**src/rtl/bit_serial_adder_pkg.sv**
```systemverilog
// Shared definitions for the bit-serial adder: FSM state encoding and default width.
package bit_serial_adder_pkg;

  typedef enum logic [1:0] {
    ST_IDLE = 2'd0,
    ST_RUN  = 2'd1,
    ST_DONE = 2'd2
  } state_t;

  localparam int DEFAULT_WIDTH = 8;

endpackage

```
**src/rtl/bit_serial_adder_fa.sv**
```systemverilog
// One-bit full adder built from two half adders and an OR; the serial adder's only arithmetic.
module Half_Adder (
  input  logic a,
  input  logic b,
  output logic s,
  output logic c
);
  assign s = a ^ b;
  assign c = a & b;
endmodule

module full_adder_cell (
  input  logic a,
  input  logic b,
  input  logic cin,
  output logic s,
  output logic cout
);
  logic s0, c0, c1;

  Half_Adder u_ha0 (.a(a),  .b(b),   .s(s0), .c(c0));
  Half_Adder u_ha1 (.a(s0), .b(cin), .s(s),  .c(c1));

  // The two half-adder carries can never both be set, so OR completes the carry.
  assign cout = c0 | c1;
endmodule

```
**src/rtl/bit_serial_adder.sv**
```systemverilog
// Bit-serial adder: one full-adder cell reused LSB first, with a start/busy/done handshake.
module bit_serial_adder
  import bit_serial_adder_pkg::*;
#(
  parameter int WIDTH = DEFAULT_WIDTH
) (
  input  logic             clk,
  input  logic             rst,
  input  logic             start,
  input  logic [WIDTH-1:0] a,
  input  logic [WIDTH-1:0] b,
  input  logic             cin,
  output logic             busy,
  output logic             done,
  output logic [WIDTH-1:0] s,
  output logic             cout
);
  localparam int CW = (WIDTH > 1) ? $clog2(WIDTH) : 1;
  localparam logic [CW-1:0] LAST = CW'(WIDTH - 1);

  state_t           state_q, state_d;
  logic [WIDTH-1:0] a_sr_q, a_sr_d;
  logic [WIDTH-1:0] b_sr_q, b_sr_d;
  logic [WIDTH-1:0] sum_sr_q, sum_sr_d;
  logic [WIDTH-1:0] s_q, s_d;
  logic             carry_q, carry_d;
  logic             cout_q, cout_d;
  logic [CW-1:0]    cnt_q, cnt_d;
  logic             fa_s, fa_c;
  logic [WIDTH-1:0] sum_shifted;

  full_adder_cell u_fa (
    .a   (a_sr_q[0]),
    .b   (b_sr_q[0]),
    .cin (carry_q),
    .s   (fa_s),
    .cout(fa_c)
  );

  // New sum bit enters at the MSB, so after WIDTH shifts bit 0 lands at the LSB.
  assign sum_shifted = {fa_s, sum_sr_q[WIDTH-1:1]};

  always_comb begin
    state_d  = state_q;
    a_sr_d   = a_sr_q;
    b_sr_d   = b_sr_q;
    sum_sr_d = sum_sr_q;
    carry_d  = carry_q;
    cnt_d    = cnt_q;
    s_d      = s_q;
    cout_d   = cout_q;
    case (state_q)
      ST_RUN: begin
        a_sr_d   = {1'b0, a_sr_q[WIDTH-1:1]};
        b_sr_d   = {1'b0, b_sr_q[WIDTH-1:1]};
        sum_sr_d = sum_shifted;
        carry_d  = fa_c;
        if (cnt_q == LAST) begin
          state_d = ST_DONE;
          s_d     = sum_shifted;
          cout_d  = fa_c;
        end else begin
          cnt_d = cnt_q + 1'b1;
        end
      end
      default: begin
        // IDLE, DONE and the unused encoding all accept a new request.
        state_d = ST_IDLE;
        if (start) begin
          state_d  = ST_RUN;
          a_sr_d   = a;
          b_sr_d   = b;
          carry_d  = cin;
          cnt_d    = '0;
          sum_sr_d = '0;
        end
      end
    endcase
  end

  always_ff @(posedge clk or posedge rst) begin
    if (rst) begin
      state_q  <= ST_IDLE;
      a_sr_q   <= '0;
      b_sr_q   <= '0;
      sum_sr_q <= '0;
      s_q      <= '0;
      carry_q  <= 1'b0;
      cout_q   <= 1'b0;
      cnt_q    <= '0;
    end else begin
      state_q  <= state_d;
      a_sr_q   <= a_sr_d;
      b_sr_q   <= b_sr_d;
      sum_sr_q <= sum_sr_d;
      s_q      <= s_d;
      carry_q  <= carry_d;
      cout_q   <= cout_d;
      cnt_q    <= cnt_d;
    end
  end

  assign busy = (state_q == ST_RUN);
  assign done = (state_q == ST_DONE);
  assign s    = s_q;
  assign cout = cout_q;

endmodule

```
**config.mk**
```make
export PLATFORM = sky130hd
export DESIGN_NAME = bit_serial_adder
export DESIGN_NICKNAME = d
export VERILOG_FILES = /design/src/rtl/bit_serial_adder_pkg.sv /design/src/rtl/bit_serial_adder_fa.sv /design/src/rtl/bit_serial_adder.sv
export SDC_FILE = /design/constraint.sdc
export NUM_CORES = 1
export LEC_CHECK = 0
export ABC_AREA = 0
export CORE_MARGIN = 8
export CORE_UTILIZATION = 55
export CTS_BUF_LIST = sky130_fd_sc_hd__clkbuf_16
export CTS_CLUSTER_SIZE = 10
export DETAILED_ROUTE_END_ITERATION = 10
export HOLD_SLACK_MARGIN = 0.02
export PLACE_DENSITY = 0.92
export SLEW_MARGIN = 20
export SYNTH_ARGS = -nofsm -noshare
export SYNTH_HDL_FRONTEND = slang
export SYNTH_SLANG_ARGS = --single-unit
```
**constraint.sdc**
```tcl
create_clock -name clk -period 2.74 [get_ports clk]
set_input_delay 0.822 -clock clk [delete_from_list [all_inputs] [get_ports clk]]
set_output_delay 0.822 -clock clk [all_outputs]
set_load 0.1 [all_outputs]
```
==> flow_summary.ini <==
[run_status]
status = complete, no violations

[global_routing]
grt_max_degree = 48
grt_first_pass_wirelength_um = 5660
overflow = 0
gr-usage-all-layers = 0.146
grt_pass1_vias = 1198
grt_antenna_before_repair = 0

[final_layout]
syn2layout_area_growth_pct = 24.5
layout_commonest_cell = dfrtp_1
layout_common_cells = dfrtp_1 (38), nand2_1 (22), clkdlybuf4s50_1 (19), mux2i_1 (17), o21ai_0 (15)
nNetsFinal = 195
fillCellCount = 223
diodes = 0
drive_above_1_share = 0.231

[sta]
maxSlewViolCount = 0
worst_slew_pin_slew_ps = 466
relSlewSlack = 0.689
setup_tns_ps = 0
setup_viol = 0
rsz0062_at_grt = no
fmax_ghz = 0.516
fin_worst_skew_ps = 2.56
hold_ws_ps = 482
fin_crit_sh = 0.707
report.final.hold_viol_count = 0
min_period_ps = 1940

[floorplan]
ioPinCount = 31
rows = 20
dieArea_mm2 = 0.00514
initial_core_util = 0.567
die_h_um = 71.7
core_region_area_mm2 = 0.00300
die-width_um = 71.7

[clocking]
post_cts_buffers = 0
ctsHoldBuffers = 0
clk_pin_slew_ps = 50
root_buffer = clkbuf_16
clock_latency_ps = 270
cts_sinks = 38
ctsResizeCount = 0
cts_tree = yes
max-clock-path-buffers = 2
cts_buffers = 5
htreeDepth = 2

[route]
routed_wl_um = 3340
wire_per_inst_um = 16.2
drt_iter0_markers = 34
drc = 0
vias = 1093
postRouteAntennaNets = 0
dr.pass1.iters = 4
routed_via_density = 5.31

[critical_path]
worstPathArrival_ps = 1120
path_cells = nor2b_1, buf_4
crit_fanout = 3
start_kind = register
reg2reg_depth = 5
critPathSlowestCell = dfrtp_1
required_ps = 1920
max_stage_delay_ps = 400
worstSetupEndpointType = primary output
crit_type = reg2out

[yosys]
ys_ff_latch = 38
synth_fp_nets = 163
synth_top_family_by_area = multiplexers
synth_compound_area_frac = 0.0910
synth_fa_ha_area_frac = 0.0264
synth_xor_area_frac = 0
yosys.cell_types.count = 23
synthCells = 140
avgSynthCellArea_um2 = 12.2
muxShareOfSynthArea = 0.166
synth-simple-area-share = 0.108
yosys_warnings = 0
seq_area_frac_synth = 0.558
synth_area_mm2 = 0.00170

[placement]
routabilityCongestion = 0.761
port_buffers = 30
dpl.hpwl_um = 2360

[power]
peakVddDrop_mv = 0.703
power.density_mw_per_mm2 = 1270
finalPower_mw = 2.70
p_leak_nw = 1.03

[flow_run]
cap_viol_max_count = 0

[min_path]
hold_depth = 2
min-delay-path-class = reg2reg
layout make-up:
class | count | area (um^2) | share of cell area
inverters | 4 | 17.5 | 0.00825
clock inverters | 3 | 12.5 | 0.00590
well taps | 33 | 41.3 | 0.0195
multi-input cells | 90 | 667 | 0.314
flip-flops and latches | 38 | 951 | 0.448
clock buffers | 5 | 125 | 0.0590
repair buffers | 33 | 308 | 0.145
sequential cells by signal, summed over array words and instances (netlist names):
| register | cells |
|---|---|
| state_q | 2 |
| cout | 1 |
| sum_sr_q | 7 |
| a_sr_q | 8 |
| carry_q | 1 |
| cnt_q | 3 |
| s | 8 |
| b_sr_q | 8 |
Yosys cell counts:
master / n / share of area
inv_4: 1 / 0.0037
nor3b_4: 1 / 0.011
a21oi_2: 1 / 0.0051
a22o_1: 2 / 0.010
mux2i_1: 17 / 0.10
buf_6: 4 / 0.026
dfrtp_1: 38 / 0.56
buf_2: 1 / 0.0029
o21ai_2: 5 / 0.026
nand2b_1: 7 / 0.026
mux2_2: 10 / 0.066
o21ai_1: 2 / 0.0059
nand2b_4: 1 / 0.0081
clkbuf_1: 1 / 0.0022
fa_1: 1 / 0.012
o21ai_0: 15 / 0.044
nor2_1: 2 / 0.0044
nor2b_1: 1 / 0.0037
nand2_4: 1 / 0.0066
buf_4: 2 / 0.0088
nand2_1: 22 / 0.048
inv_1: 3 / 0.0066
ha_1: 2 / 0.015
metrics by stage:
| step | util | setup slack (ps) | cell area [um^2] | std cells |
|---|---|---|---|---|
| 2_1_floorplan | - | 166 | 1700 | 140 |
| 3_3_place_gp | 0.661 | 620 | 1980 | 198 |
| 3_5_place_dp | 0.661 | 580 | 1980 | 198 |
| 4_1_cts | 0.707 | 794 | 2120 | 206 |
| 5_1_grt | 0.707 | 747 | 2120 | 206 |
| 6_report | 0.707 | 802 | 2120 | 206 |
report_power, final:
| part | internal, mW | switching [mW] | leakage, nW |
|---|---|---|---|
| clock network | 0.328 | 0.198 | 0.0724 |
| registers | 0.794 | 0.149 | 0.492 |
| logic | 0.392 | 0.844 | 0.466 |
| total | 1.51 | 1.19 | 1.03 |
worst paths after layout:
kind	start	end	slack, ps
worst max-delay path	state_q[1]	done	800
worst min-delay path	a_sr_q[3]	a_sr_q[2]	480
worst max register to register	state_q[1]	s[1]	1070
worst min register to register	a_sr_q[3]	a_sr_q[2]	480
max in group asynchronous	rst	s[5]	1460
min in group asynchronous	rst	sum_sr_q[1]	950
per-layer routing:
layer	GRT usage	share of wire
met1	0.152	0.41
met3	0.0572	0.045
met4	0.0612	0.0078
met2	0.256	0.54
met5	0	0
kinds of logic (layout without fill, tap and decap cells):
| kind of cell | Yosys count | count (layout) |
|---|---|---|
| flops | 38 | 38 |
| compound gates | 25 | 25 |
| fa+ha+maj | 3 | 3 |
| buf+inv | 12 | 45 |
| mux | 27 | 27 |
| simple gates | 35 | 35 |
worst max-delay path, delay by kind of cell (launching register included):
kind	cells	cell delay, ps
buffers and inverters	1	290
and+or+nand+nor	1	140
DFF	1	400
No activity file was read; power rests on OpenSTA's default activity.
